--- config.mk ---
export PLATFORM = sky130hd
export DESIGN_NAME = seq_mul_param
export DESIGN_NICKNAME = d
export VERILOG_FILES = /design/src/rtl/seq_mul_pkg.sv /design/src/rtl/seq_mul_addsub.sv /design/src/rtl/seq_mul_param.sv
export SDC_FILE = /design/constraint.sdc
export NUM_CORES = 1
export LEC_CHECK = 0
export CORE_ASPECT_RATIO = 1.4
export CORE_UTILIZATION = 30
export DETAILED_ROUTE_END_ITERATION = 8
export SYNTH_ARGS = -nofsm -noshare
export SYNTH_HDL_FRONTEND = slang
export SYNTH_SLANG_ARGS = --single-unit
--- constraint.sdc ---
create_clock -name clk -period 3.09 [get_ports clk]
set_clock_uncertainty 0.2 [all_clocks]
set_input_delay 0.618 -clock clk [delete_from_list [all_inputs] [get_ports clk]]
set_output_delay 0.618 -clock clk [all_outputs]
set_load 0.02 [all_outputs]
--- src/rtl/seq_mul_pkg.sv ---
// Shared types and constants for the sequential shift-add multiplier.
// Signed support is compiled in only when SEQ_MUL_SIGNED_EN is defined.
package seq_mul_pkg;

   typedef enum logic [1:0] {
      IDLE = 2'd0,
      RUN  = 2'd1,
      DONE = 2'd2
   } state_t;

   localparam int WIDTH_MIN = 2;
   localparam int WIDTH_MAX = 32;

   // The counter must be able to hold WIDTH itself, not just WIDTH-1.
   function automatic int cnt_width(input int width);
      return $clog2(width + 1);
   endfunction

endpackage

--- src/rtl/seq_mul_addsub.sv ---
// (WIDTH+1)-bit adder for one multiplier step; the subtract path and sign
// extension exist only when SEQ_MUL_SIGNED_EN is defined.
module seq_mul_addsub
   import seq_mul_pkg::*;
#(
   parameter int WIDTH = 8
) (
   input  logic [WIDTH-1:0] hi,
   input  logic [WIDTH-1:0] mcand,
   input  logic             add_en,
`ifdef SEQ_MUL_SIGNED_EN
   input  logic             sgn,
   input  logic             sub,
`endif
   output logic [WIDTH:0]   sum
);

`ifdef SEQ_MUL_SIGNED_EN
   logic [WIDTH:0] hi_ext;
   logic [WIDTH:0] m_ext;
   logic [WIDTH:0] addend;
   logic           cin;

   assign hi_ext = {sgn & hi[WIDTH-1], hi};
   assign m_ext  = {sgn & mcand[WIDTH-1], mcand};

   // NOTE: every always_comb output gets a default first, so no path can infer a latch.
   always_comb begin
      addend = '0;
      cin    = 1'b0;
      if (add_en) begin
         addend = sub ? ~m_ext : m_ext;
         cin    = sub;
      end
   end

   assign sum = hi_ext + addend + {{WIDTH{1'b0}}, cin};
`else
   logic [WIDTH:0] addend;

   always_comb begin
      addend = '0;
      if (add_en) addend = {1'b0, mcand};
   end

   assign sum = {1'b0, hi} + addend;
`endif

endmodule

--- src/rtl/seq_mul_param.sv ---
// Sequential shift-add multiplier, one multiplier bit per clock, LSB first.
// Define SEQ_MUL_SIGNED_EN to enable two's-complement operation via sgn.
module seq_mul_param
   import seq_mul_pkg::*;
#(
   parameter int WIDTH = 8
) (
   input  logic                 clk,
   input  logic                 rst,
   input  logic                 start,
   input  logic                 sgn,
   input  logic [WIDTH-1:0]     a,
   input  logic [WIDTH-1:0]     b,
   output logic                 busy,
   output logic                 done,
   output logic [2*WIDTH-1:0]   op
);

   localparam int CW = cnt_width(WIDTH);

   if (WIDTH < WIDTH_MIN || WIDTH > WIDTH_MAX) begin : g_width_check
      $error("seq_mul_param: WIDTH must lie in 2..32");
   end

   state_t             state;
   logic [WIDTH-1:0]   mcand;
   logic [WIDTH-1:0]   mult;
   logic [CW-1:0]      cnt;
   logic [2*WIDTH-1:0] acc;
   logic [2*WIDTH-1:0] acc_next;
   logic [WIDTH:0]     sum;
   logic               last;

   assign last = (cnt == CW'(WIDTH - 1));

`ifdef SEQ_MUL_SIGNED_EN
   logic sgn_q;

   // The final multiplier bit carries negative weight in two's complement.
   seq_mul_addsub #(.WIDTH(WIDTH)) u_addsub (
      .hi     (acc[2*WIDTH-1:WIDTH]),
      .mcand  (mcand),
      .add_en (mult[0]),
      .sgn    (sgn_q),
      .sub    (sgn_q & last),
      .sum    (sum)
   );
`else
   logic sgn_unused;
   assign sgn_unused = sgn;

   seq_mul_addsub #(.WIDTH(WIDTH)) u_addsub (
      .hi     (acc[2*WIDTH-1:WIDTH]),
      .mcand  (mcand),
      .add_en (mult[0]),
      .sum    (sum)
   );
`endif

   // Adder MSB (carry or sign) becomes the new accumulator MSB on the shift.
   assign acc_next = {sum, acc[WIDTH-1:1]};

   // NOTE: datapath registers are reset as well, because op and the accumulator must read 0 while rst is high.
   always_ff @(posedge clk or posedge rst) begin
      if (rst) begin
         state <= IDLE;
         busy  <= 1'b0;
         done  <= 1'b0;
         op    <= '0;
         acc   <= '0;
         cnt   <= '0;
         mcand <= '0;
         mult  <= '0;
`ifdef SEQ_MUL_SIGNED_EN
         sgn_q <= 1'b0;
`endif
      end else begin
         // NOTE: non-blocking assignments everywhere here, so every register sees pre-edge values.
         case (state)
            IDLE, DONE: begin
               done <= 1'b0;
               if (start) begin
                  mcand <= a;
                  mult  <= b;
`ifdef SEQ_MUL_SIGNED_EN
                  sgn_q <= sgn;
`endif
                  cnt   <= '0;
                  acc   <= '0;
                  busy  <= 1'b1;
                  state <= RUN;
               end else begin
                  busy  <= 1'b0;
                  state <= IDLE;
               end
            end
            RUN: begin
               acc  <= acc_next;
               mult <= mult >> 1;
               cnt  <= cnt + CW'(1);
               if (last) begin
                  op    <= acc_next;
                  busy  <= 1'b0;
                  done  <= 1'b1;
                  state <= DONE;
               end
            end
            default: begin
               busy  <= 1'b0;
               done  <= 1'b0;
               state <= IDLE;
            end
         endcase
      end
   end

endmodule

==> flow_metrics.py <==
metrics = {
    "critical_path": {
        "required_ns": 3.09,
        "worstPathArrival_ns": 2.50,
        "crit_slowest_cell": "dfrtp_1",
        "reg2reg_to": "op[13]$_DFFE_PP0P_",
        "cp-start-kind": "register",
        "critical_path_class": "register to register",
        "reg2reg_depth": 7,
        "end_kind": "register",
        "rrSetupSlack_ns": 0.59,
        "cp_cell_sequence": "and2_1 > ha_1 > fa_1 > a21o_1 > a221oi_4 > xnor2_1 > mux2_4",
        "r2r_start": "mult[0]$_DFFE_PP0P_",
        "crit_fanout": 9,
        "slowest_delay_ns": 0.46,
    },
    "final_layout": {
        "syn2layout_area_growth_pct": 23.7,
        "final_nets": 264,
        "drive_gt1_frac": 0.171,
        "num_antenna_cells": 0,
        "finalInstanceArea_um2": 2950,
    },
    "sta": {
        "timing.final.crit_share": 0.808,
        "setup-violations-final": 0,
        "slew-limit-headroom": 0.258,
        "fin_tns_setup_ns": 0,
        "rsz0062_at_grt": "false",
        "max_slew.worst_pin.slew_ns": 1.11,
        "clock.fmax_mhz": 401,
        "hold_viol": 0,
        "finalCriticalPeriod_ns": 2.50,
        "slew_violations": 0,
    },
    "routing": {
        "ant_nets": 0,
        "firstDrtPassIters": 4,
        "drc": 0,
        "drt_iter0_drc": 69,
        "vias": 1624,
        "routed_wl_um": 4680,
        "routed_via_density": 4.86,
        "drt-wirelength-per-cell_um": 14.0,
    },
    "power": {
        "irDropWorstVdd_uv": 692,
        "leakage_uw": 0.00132,
        "power_density_nw_per_um2": 999,
    },
    "place": {
        "port_buffers": 36,
        "place_hpwl_um": 3280,
        "placed_cell_area_um2": 2870,
        "gp_congestion": 0.751,
    },
    "clock_network": {
        "tritoncts": "done",
        "ctsResizeCount": 0,
        "cts_setup_buffers": 0,
        "clk_latency_ns": 0.31,
        "cts.path.max_buffers": 2,
        "cts_hold_buf": 0,
        "htree_levels": 2,
        "cts_buffers": 5,
        "clk_pin_slew_ns": 0.09,
        "clock_sinks": 53,
        "clock-root-buffer": "clkbuf_8",
    },
    "min_path": {
        "hold_depth": 2,
        "worst_hold_path_type": "register to register",
        "min_to": "mult[1]$_DFFE_PP0P_",
        "min_from": "mult[1]$_DFFE_PP0P_",
    },
    "global_routing": {
        "grt_pass1_vias": 1621,
        "grt_util_all_layers": 0.124,
        "grt_max_degree": 39,
        "antenna_found_initial": 0,
        "grt_pass1_wl_um": 7890,
        "grt_overflow_total": 0,
    },
    "synth": {
        "syn_area_um2": 2390,
        "yosysTopAreaCell": "dfrtp_1",
        "async_reset_ff_frac": 1.00,
        "syn-num-nets": 225,
        "yosysMostFrequentCell": "dfrtp_1",
        "synthTopCellsByArea": "dfrtp_1 (56%), mux2_2 (9.0%), ha_1 (4.7%), a22o_1 (4.4%), nand2_1 (3.6%)",
        "yosys_warnings": 0,
        "synthTopCellsByCount": "dfrtp_1 (53), nand2_1 (23), mux2_2 (19), a22o_1 (12), o21ai_0 (12)",
        "synth-seq-area-share": 0.556,
        "synth.distinct_cells": 39,
        "syn_avg_cell_area_um2": 12.2,
        "synth_cells": 195,
        "ys_ff_latch": 53,
        "synth-main-ff-cell": "dfrtp_1",
        "yosys.area.top_type_share": 0.556,
        "synth_edf_count": 0,
    },
    "floorplan": {
        "ios": 38,
        "die_w_um": 77.4,
        "rows": 38,
        "start_util": 0.308,
        "die_h_um": 108,
        "fp.coreArea_um2": 7750,
        "fp.dieArea_um2": 8320,
    },
    "run_status": {
        "status": "completed",
    },
    "run": {
        "cap_violations": 0,
    },
}
[final cells by class]
class,instances,area (um^2)
clock buffers,7,86.3
fillers,782,4800
inverters,2,7.51
multi-input cells,132,1020
flip-flops and latches,53,1330
well taps,100,125
repair buffers,40,390
[layer usage]
layer	GRT usage	up-vias	share of wire
li1	-	777	-
met1	0.143	814	0.42
met2	0.216	26	0.53
met3	0.0271	7	0.031
met4	0.0606	0	0.022
met5	0	-	0
[power by group]
part | leakage, uW | internal (uW) | switching [uW]
sequential | 0.000671 | 995 | 182
combinational | 0.000604 | 686 | 692
clock | 0.0000443 | 178 | 214
[sequential cells by signal, indices dropped and copies added (netlist names)]
| register | count |
|---|---|
| cnt | 4 |
| mcand | 8 |
| op | 16 |
| mult | 8 |
| state | 1 |
| acc | 15 |
| done | 1 |
[layout by cell type (no fill, tap or decap), types with 2 or more instances in the layout]
cell / synthesis / routed
and2_1: 8 / 8
nor2b_1: 3 / 2
clkdlybuf4s50_1: 0 / 36
nor2_1: 3 / 3
clkbuf_8: 0 / 6
ha_1: 9 / 9
mux2_2: 19 / 19
dfrtp_1: 53 / 53
nand2_1: 23 / 23
nand3b_1: 2 / 2
o21ai_0: 12 / 12
a22o_1: 12 / 12
a21oi_1: 6 / 6
a22oi_1: 8 / 8
o211ai_1: 2 / 2
buf_4: 1 / 4
a21o_1: 3 / 3
xnor2_1: 3 / 3
[cell families (layout without fill, tap and decap cells)]
group,count (synthesis),count (layout),synth area share
adder cells (fa/ha/maj),10,10,0.0556
AND/OR/NAND/NOR,48,48,0.101
buffers and inverters,10,49,0.0194
flip-flops,53,53,0.556
AO/OA/AOI/OAI,49,49,0.153
multiplexers,21,21,0.100
XOR/XNOR,4,4,0.0147
[worst max-delay path by stage]
stage	start	endpoint	slack, ns	depth (start not counted)
2_1_floorplan	mult[0]$_DFFE_PP0P_	op[13]$_DFFE_PP0P_	0.79	7
3_3_place_gp	start	cnt[2]$_DFFE_PP0P_	0.46	5
3_5_place_dp	start	cnt[2]$_DFFE_PP0P_	0.44	5
4_1_cts	mult[0]$_DFFE_PP0P_	op[13]$_DFFE_PP0P_	0.58	7
5_1_grt	mult[0]$_DFFE_PP0P_	op[13]$_DFFE_PP0P_	0.49	7
6_report	mult[0]$_DFFE_PP0P_	op[13]$_DFFE_PP0P_	0.59	7
[stage by stage]
step	util	std cells	hold WS, ns	power, uW	worst slack [ns]
floorplan	-	195	0.247	2150	0.792
global placement	0.370	327	0.262	2560	0.465
detailed placement	0.370	327	0.268	2590	0.444
CTS	0.381	334	0.287	3000	0.576
global route	0.381	334	0.295	3180	0.488
finish	0.381	334	0.282	2950	0.595
[worst max-delay path, delay by kind of cell, from the launching register on]
kind	cells	cell delay (ns)
DFF	1	0.46
muxes	1	0.26
AOI/OAI and AO/OA	2	0.52
and+or+nand+nor	1	0.19
xor gates and xnor gates	1	0.12
adders and majority gates	2	0.63
No activity file was read; power rests on OpenSTA's default activity.
